<file path="src/rtl/front_panel_button.sv">
// Front-panel pushbutton receiver: synchronise, debounce and classify presses as short or long.
// Optional LED acknowledge stretcher is enabled by defining LED_ACK_EN.
module front_panel_button #(
  parameter int unsigned TICK_DIV       = 100000,
  parameter int unsigned DEBOUNCE_TICKS = 10,
  parameter int unsigned LONG_TICKS     = 2000,
  parameter int unsigned ACK_TICKS      = 250
) (
  input  logic clk,
  input  logic rst,
  input  logic button_n,
  output logic btn_level,
  output logic short_press,
  output logic long_press,
  output logic press_ack_n
);

  typedef enum logic [2:0] {
    IDLE,
    DEB_PRESS,
    PRESSED,
    LONG_HELD,
    DEB_RELEASE
  } state_t;

  localparam int TICK_W = (TICK_DIV > 1) ? $clog2(TICK_DIV) : 1;
  localparam int DEB_W  = $clog2(DEBOUNCE_TICKS + 1);
  localparam int HOLD_W = $clog2(LONG_TICKS + 1);

  logic [1:0]        sync_q;
  logic              pressed_s;
  logic [TICK_W-1:0] tick_cnt;
  logic              tick;

  state_t            state, state_nxt;
  logic [DEB_W-1:0]  deb_cnt, deb_nxt;
  logic [HOLD_W-1:0] hold_cnt, hold_nxt;
  logic              from_long, from_long_nxt;
  logic              level_nxt, short_nxt, long_nxt;

  // Sync flops reset to the released level so reset never looks like a press.
  // NOTE: sequential state uses <= so every flop samples the pre-edge values.
  always_ff @(posedge clk) begin
    if (rst) sync_q <= 2'b11;
    else     sync_q <= {sync_q[0], button_n};
  end

  assign pressed_s = ~sync_q[1];

  assign tick = (tick_cnt == TICK_W'(TICK_DIV - 1));

  always_ff @(posedge clk) begin
    if (rst)       tick_cnt <= '0;
    else if (tick) tick_cnt <= '0;
    else           tick_cnt <= tick_cnt + 1'b1;
  end

  always_ff @(posedge clk) begin
    if (rst) begin
      state       <= IDLE;
      deb_cnt     <= '0;
      hold_cnt    <= '0;
      from_long   <= 1'b0;
      btn_level   <= 1'b0;
      short_press <= 1'b0;
      long_press  <= 1'b0;
    end else begin
      state       <= state_nxt;
      deb_cnt     <= deb_nxt;
      hold_cnt    <= hold_nxt;
      from_long   <= from_long_nxt;
      btn_level   <= level_nxt;
      short_press <= short_nxt;
      long_press  <= long_nxt;
    end
  end

  // NOTE: every signal gets a default before the case, so no path infers a latch.
  always_comb begin
    state_nxt     = state;
    deb_nxt       = deb_cnt;
    hold_nxt      = hold_cnt;
    from_long_nxt = from_long;
    level_nxt     = btn_level;
    short_nxt     = 1'b0;
    long_nxt      = 1'b0;

    case (state)
      IDLE: begin
        if (pressed_s) begin
          state_nxt = DEB_PRESS;
          deb_nxt   = '0;
        end
      end

      DEB_PRESS: begin
        if (!pressed_s) begin
          state_nxt = IDLE;
        end else if (deb_cnt == DEB_W'(DEBOUNCE_TICKS)) begin
          state_nxt     = PRESSED;
          level_nxt     = 1'b1;
          hold_nxt      = '0;
          from_long_nxt = 1'b0;
        end else if (tick) begin
          deb_nxt = deb_cnt + 1'b1;
        end
      end

      // Threshold is checked before release so a simultaneous release still yields long_press.
      PRESSED: begin
        if (hold_cnt == HOLD_W'(LONG_TICKS)) begin
          state_nxt     = LONG_HELD;
          long_nxt      = 1'b1;
          from_long_nxt = 1'b1;
        end else if (!pressed_s) begin
          state_nxt = DEB_RELEASE;
          deb_nxt   = '0;
        end else if (tick) begin
          hold_nxt = hold_cnt + 1'b1;
        end
      end

      LONG_HELD: begin
        if (!pressed_s) begin
          state_nxt = DEB_RELEASE;
          deb_nxt   = '0;
        end
      end

      DEB_RELEASE: begin
        if (pressed_s) begin
          state_nxt = from_long ? LONG_HELD : PRESSED;
        end else if (deb_cnt == DEB_W'(DEBOUNCE_TICKS)) begin
          state_nxt = IDLE;
          level_nxt = 1'b0;
          short_nxt = ~from_long;
        end else if (tick) begin
          deb_nxt = deb_cnt + 1'b1;
        end
      end

      default: state_nxt = IDLE;
    endcase
  end

`ifdef LED_ACK_EN
  localparam int ACK_W = $clog2(ACK_TICKS + 1);

  logic [ACK_W-1:0] ack_cnt;

  // Loading on the next-state pulse lines the ack up with the cycle the event is visible.
  always_ff @(posedge clk) begin
    if (rst)                         ack_cnt <= '0;
    else if (short_nxt || long_nxt)  ack_cnt <= ACK_W'(ACK_TICKS);
    else if (tick && ack_cnt != '0)  ack_cnt <= ack_cnt - 1'b1;
  end

  assign press_ack_n = (ack_cnt == '0);
`else
  // Ack path absent: output idles high; ACK_TICKS kept referenced so both builds share one interface.
  assign press_ack_n = 1'b1 | ACK_TICKS[0];
`endif

endmodule

</file>
<file path="config.mk">
export PLATFORM = sky130hd
export DESIGN_NAME = front_panel_button
export DESIGN_NICKNAME = d
export VERILOG_FILES = /design/src/rtl/front_panel_button.sv
export SDC_FILE = /design/constraint.sdc
export NUM_CORES = 1
export LEC_CHECK = 0
export BUFFER_PORTS_ARGS = -buffer_cell sky130_fd_sc_hd__clkbuf_2
export CORE_MARGIN = 1
export CORE_UTILIZATION = 55
export DETAILED_ROUTE_END_ITERATION = 7
export PLACE_DENSITY = 0.82
export SYNTH_ARGS = -nofsm -noshare
export SYNTH_HDL_FRONTEND = slang
export SYNTH_SLANG_ARGS = --single-unit
</file>
<file path="constraint.sdc">
create_clock -name clk -period 1.76 [get_ports clk]
set_input_delay 0 -clock clk [delete_from_list [all_inputs] [get_ports clk]]
set_output_delay 0 -clock clk [all_outputs]
set_load 0.02 [all_outputs]
</file>
==> flow_metrics.env <==
export IMPL_detailedPlacementHpwl_um=3940
export IMPL_cts_root_buf="clkbuf_8"
export IMPL_minimum_setup_slack_in_the_final_design_ns=-0.0863
export IMPL_critPathBufInv=1
export IMPL_worstSetupPathType="flop to flop"
export IMPL_design_die_area_mm2=0.00422
export IMPL_floorplan_io_pins=7
export IMPL_synth_area_per_cell_um2=8.17
export IMPL_timing_critical_path_slowest_cell_delay_ns=0.49
export IMPL_timing_clock_skew_ns=0.00838
export IMPL_run_status="finished with violations"
export IMPL_share_of_cells_above_drive_strength_1_pct=42.5
export IMPL_whs_path_depth=2
export IMPL_grt_antenna_before_repair=0
export IMPL_io_buffer_count=5
export IMPL_cts_tree="yes"
export IMPL_synth_ff_latch_count=41
export IMPL_numCtsBuffers=5
export IMPL_hold_class="input pin to flop"
export IMPL_detail_route_vias_per_cell=6.41
export IMPL_number_of_global_route_vias_before_repair=2140
export IMPL_fill_cells=193
export IMPL_routed_via_count=2449
export IMPL_max_slew_margin_rel_pct=65.1
export IMPL_critical_path_top_delay_family="simple AND/OR/NAND/NOR gates"
export IMPL_required_ns=2.00
export IMPL_path_max_fanout=5
export IMPL_worstPathCellList="nor4b_2 > and4_4 > buf_6 > nand2_2 > or4_4 > a21oi_2"
export IMPL_layout_worst_path_cycle_share_pct=105
export IMPL_net_total_in_the_final_layout=342
export IMPL_fmax_mhz=542
export IMPL_clk_path_buf_depth=2
export IMPL_global_route_wire_length_before_repair_um=9470
export IMPL_timing_rr_end="deb_cnt[1]$_SDFFE_PP0P_"
export IMPL_grt_util_all_layers_pct=29.4
export IMPL_critPathCaptureType="flop"
export IMPL_area_growth_syn_to_layout_pct=43.1
export IMPL_floorplan_initialDensity_pct=58.3
export IMPL_fp_dieW_um=65.0
export IMPL_leakage_uw=0.00119
export IMPL_mappedNetlistArea_mm2=0.00218
export IMPL_synthArstFlopShare_pct=0
export IMPL_report_final_setup_viol=13
export IMPL_p_per_area_mw_per_mm2=603
export IMPL_slew_viol_final=0
export IMPL_netlist_area_leader_share_pct=37.6
export IMPL_seq_cell_area_um2=835
export IMPL_timing_reg2reg_setup_slack_ns=-0.09
export IMPL_unrepaired_setup_endpoints_after_global_routing="true"
export IMPL_drcViolationCount=0
export IMPL_synth_warnings=0
export IMPL_placement_setup_worst_slack_ns=-0.196
export IMPL_number_of_flops_mapped_to_enable_cells_by_yosys=0
export IMPL_cp_arrival_ns=2.08
export IMPL_finalWirelength_um=7170
export IMPL_clock_sinks=41
export IMPL_worstHoldStart="rst"
export IMPL_synth_top_flop_cell="dfxtp_1"
export IMPL_startpoint_kind_of_the_worst_setup_timing_path="flop"
export IMPL_gr_total_overflow=0
export IMPL_max_cap_viol_count=0
export IMPL_r2r_worst_path_cells=6
export IMPL_post_route_util_pct=83.4
export IMPL_synthDistinctLibCells=45
export IMPL_synth_seq_area_share_pct=37.6
export IMPL_largest_net_degree_at_the_start_of_global_routing=22
export IMPL_path_clk_slew_ns=0.08
export IMPL_synthMostInstantiatedCell="dfxtp_1"
export IMPL_netlist_top_cells_area="dfxtp_1, nor2_1, xor2_1, a21oi_1, nand3_1"
export IMPL_mappedNetlistNets=275
export IMPL_final_period_minus_worst_setup_slack_ns=1.85
export IMPL_htree_num_levels=2
export IMPL_slowest_stage="or4_4"
export IMPL_failed_checks="setup timing"
export IMPL_netlist_instances=267
export IMPL_core_area_mm2=0.00374
export IMPL_num_antenna_cells=0
export IMPL_synth_largest_area_cell="dfxtp_1"
export IMPL_clock_insertion_delay_at_the_later_pin_of_the_skew_report_ns=0.30
export IMPL_regToRegStartpoint="tick_cnt[5]$_SDFF_PP0_"
export IMPL_worst_pin_slew_ns=0.523
export IMPL_first_pass_iters=5
export IMPL_timing_final_hold_violations=0
export IMPL_multi_input_area_mm2=0.00148
export IMPL_ant_nets=0
export IMPL_vdd_ir_max_v=0.000610
export IMPL_synth_cells_most_frequent="dfxtp_1, nor2_1, a21oi_1"
export IMPL_routabilityCongestion=0.892
export IMPL_dieHeight_um=65.0
export IMPL_row_count=22
export IMPL_detailedRoute_firstIterationViolations=332
export IMPL_holdPathEnd="hold_cnt[1]$_SDFFE_PP0P_"
export IMPL_avgRoutedWirePerCell_um=18.8
how the worst max path moves through the flow:
stage / endpoint / slack [ns] / start / cells past startpoint
floorplan: hold_cnt[4]$_SDFFE_PP0P_ / -0.04 / tick_cnt[0]$_SDFF_PP0_ / 9
global placement: hold_cnt[4]$_SDFFE_PP0P_ / -0.07 / hold_cnt[0]$_SDFFE_PP0P_ / 8
detailed placement: hold_cnt[4]$_SDFFE_PP0P_ / -0.20 / hold_cnt[0]$_SDFFE_PP0P_ / 8
CTS: hold_cnt[9]$_SDFFE_PP0P_ / -0.04 / deb_cnt[0]$_SDFFE_PP0P_ / 9
global route: deb_cnt[1]$_SDFFE_PP0P_ / -0.15 / tick_cnt[5]$_SDFF_PP0_ / 6
finish: deb_cnt[1]$_SDFFE_PP0P_ / -0.09 / tick_cnt[5]$_SDFF_PP0_ / 6
routing by layer:
metal  wire [um]  up-vias  global-route usage, %
met2        3430      139                   47.8
met4         266        0                   15.0
met5           0        -                      0
li1            -     1102                      -
met1        2940     1180                   35.9
met3         528       28                   7.04
power breakdown:
part           internal (uW)  switching [uW]  leakage, uW  total (uW)
registers                938            10.4     0.000336         948
logic                   79.4            99.8     0.000795         179
clock network            412             341    0.0000540         754
kinds of logic after synthesis:
kind of cell             after synthesis  synth area share [%]
adder cells (fa/ha/maj)                5                  2.87
flip-flops                            41                  37.6
XOR/XNOR                              17                  6.83
AO/OA/AOI/OAI                         50                  14.5
buffers and inverters                 28                  5.74
AND/OR/NAND/NOR                      125                  32.3
other                                  1                 0.172
cell usage in the layout, fill, tap and decap left out, types with 4 or more instances in the layout:
cell type	netlist	final
dfxtp_1	41	30
nand4_1	11	11
o32ai_2	0	4
a21oi_1	18	12
inv_1	11	8
nor3_1	8	8
or3_1	5	4
and4_1	7	5
nand2_1	14	10
xor2_1	12	12
xnor2_1	5	5
clkbuf_8	0	5
nand2_2	0	4
buf_6	0	5
o21ai_0	9	8
buf_4	3	64
nand3_1	16	16
a21oi_2	0	5
dfxtp_2	0	11
clkbuf_2	0	5
nor2_1	30	28
sequential cells by signal, summed over array words and instances (netlist names):
register,cells
long_press,1
deb_cnt,4
btn_level,1
sync_q,2
short_press,1
tick_cnt,17
hold_cnt,11
from_long,1
state,3
what timing repair did:
item,4_1_cts,5_1_grt
hold buffers,1,0
endpoints found under the hold margin,1,0
pin swaps,8,20
setup buffers,4,6
endpoints found under the setup margin,31,23
resized for setup,21,46
gates cloned,0,1
area by class of cell:
| cell class | count | area share [%] |
|---|---|---|
| flip-flops and latches | 41 | 26.7 |
| clock inverters | 2 | 1.12 |
| well taps | 48 | 1.92 |
| inverters | 11 | 1.32 |
| multi-input cells | 198 | 47.6 |
| repair buffers | 77 | 19.1 |
| clock buffers | 5 | 2.21 |
metrics by stage:
| step | area (um2) | TNS (ns) | hold slack [ns] | std cells | total power (uW) |
|---|---|---|---|---|---|
| final | 3120 | -0.458 | 0.188 | 382 | 1880 |
| after global routing | 3120 | -1.67 | 0.222 | 382 | 1930 |
| after detailed placement | 2650 | -2.16 | 0.184 | 363 | 1090 |
| after CTS | 2870 | -0.152 | 0.143 | 375 | 1840 |
| after floorplan | 2220 | -0.193 | 0.104 | 267 | 1050 |
| after global placement | 2650 | -0.381 | 0.183 | 363 | 1090 |
worst register-to-register path: stages (launching register included):
cell,delay (ns)
dfxtp_1,0.33
nor4b_2,0.33
and4_4,0.31
buf_6,0.13
nand2_2,0.06
or4_4,0.49
a21oi_2,0.14
No activity file was read; power rests on OpenSTA's default activity.
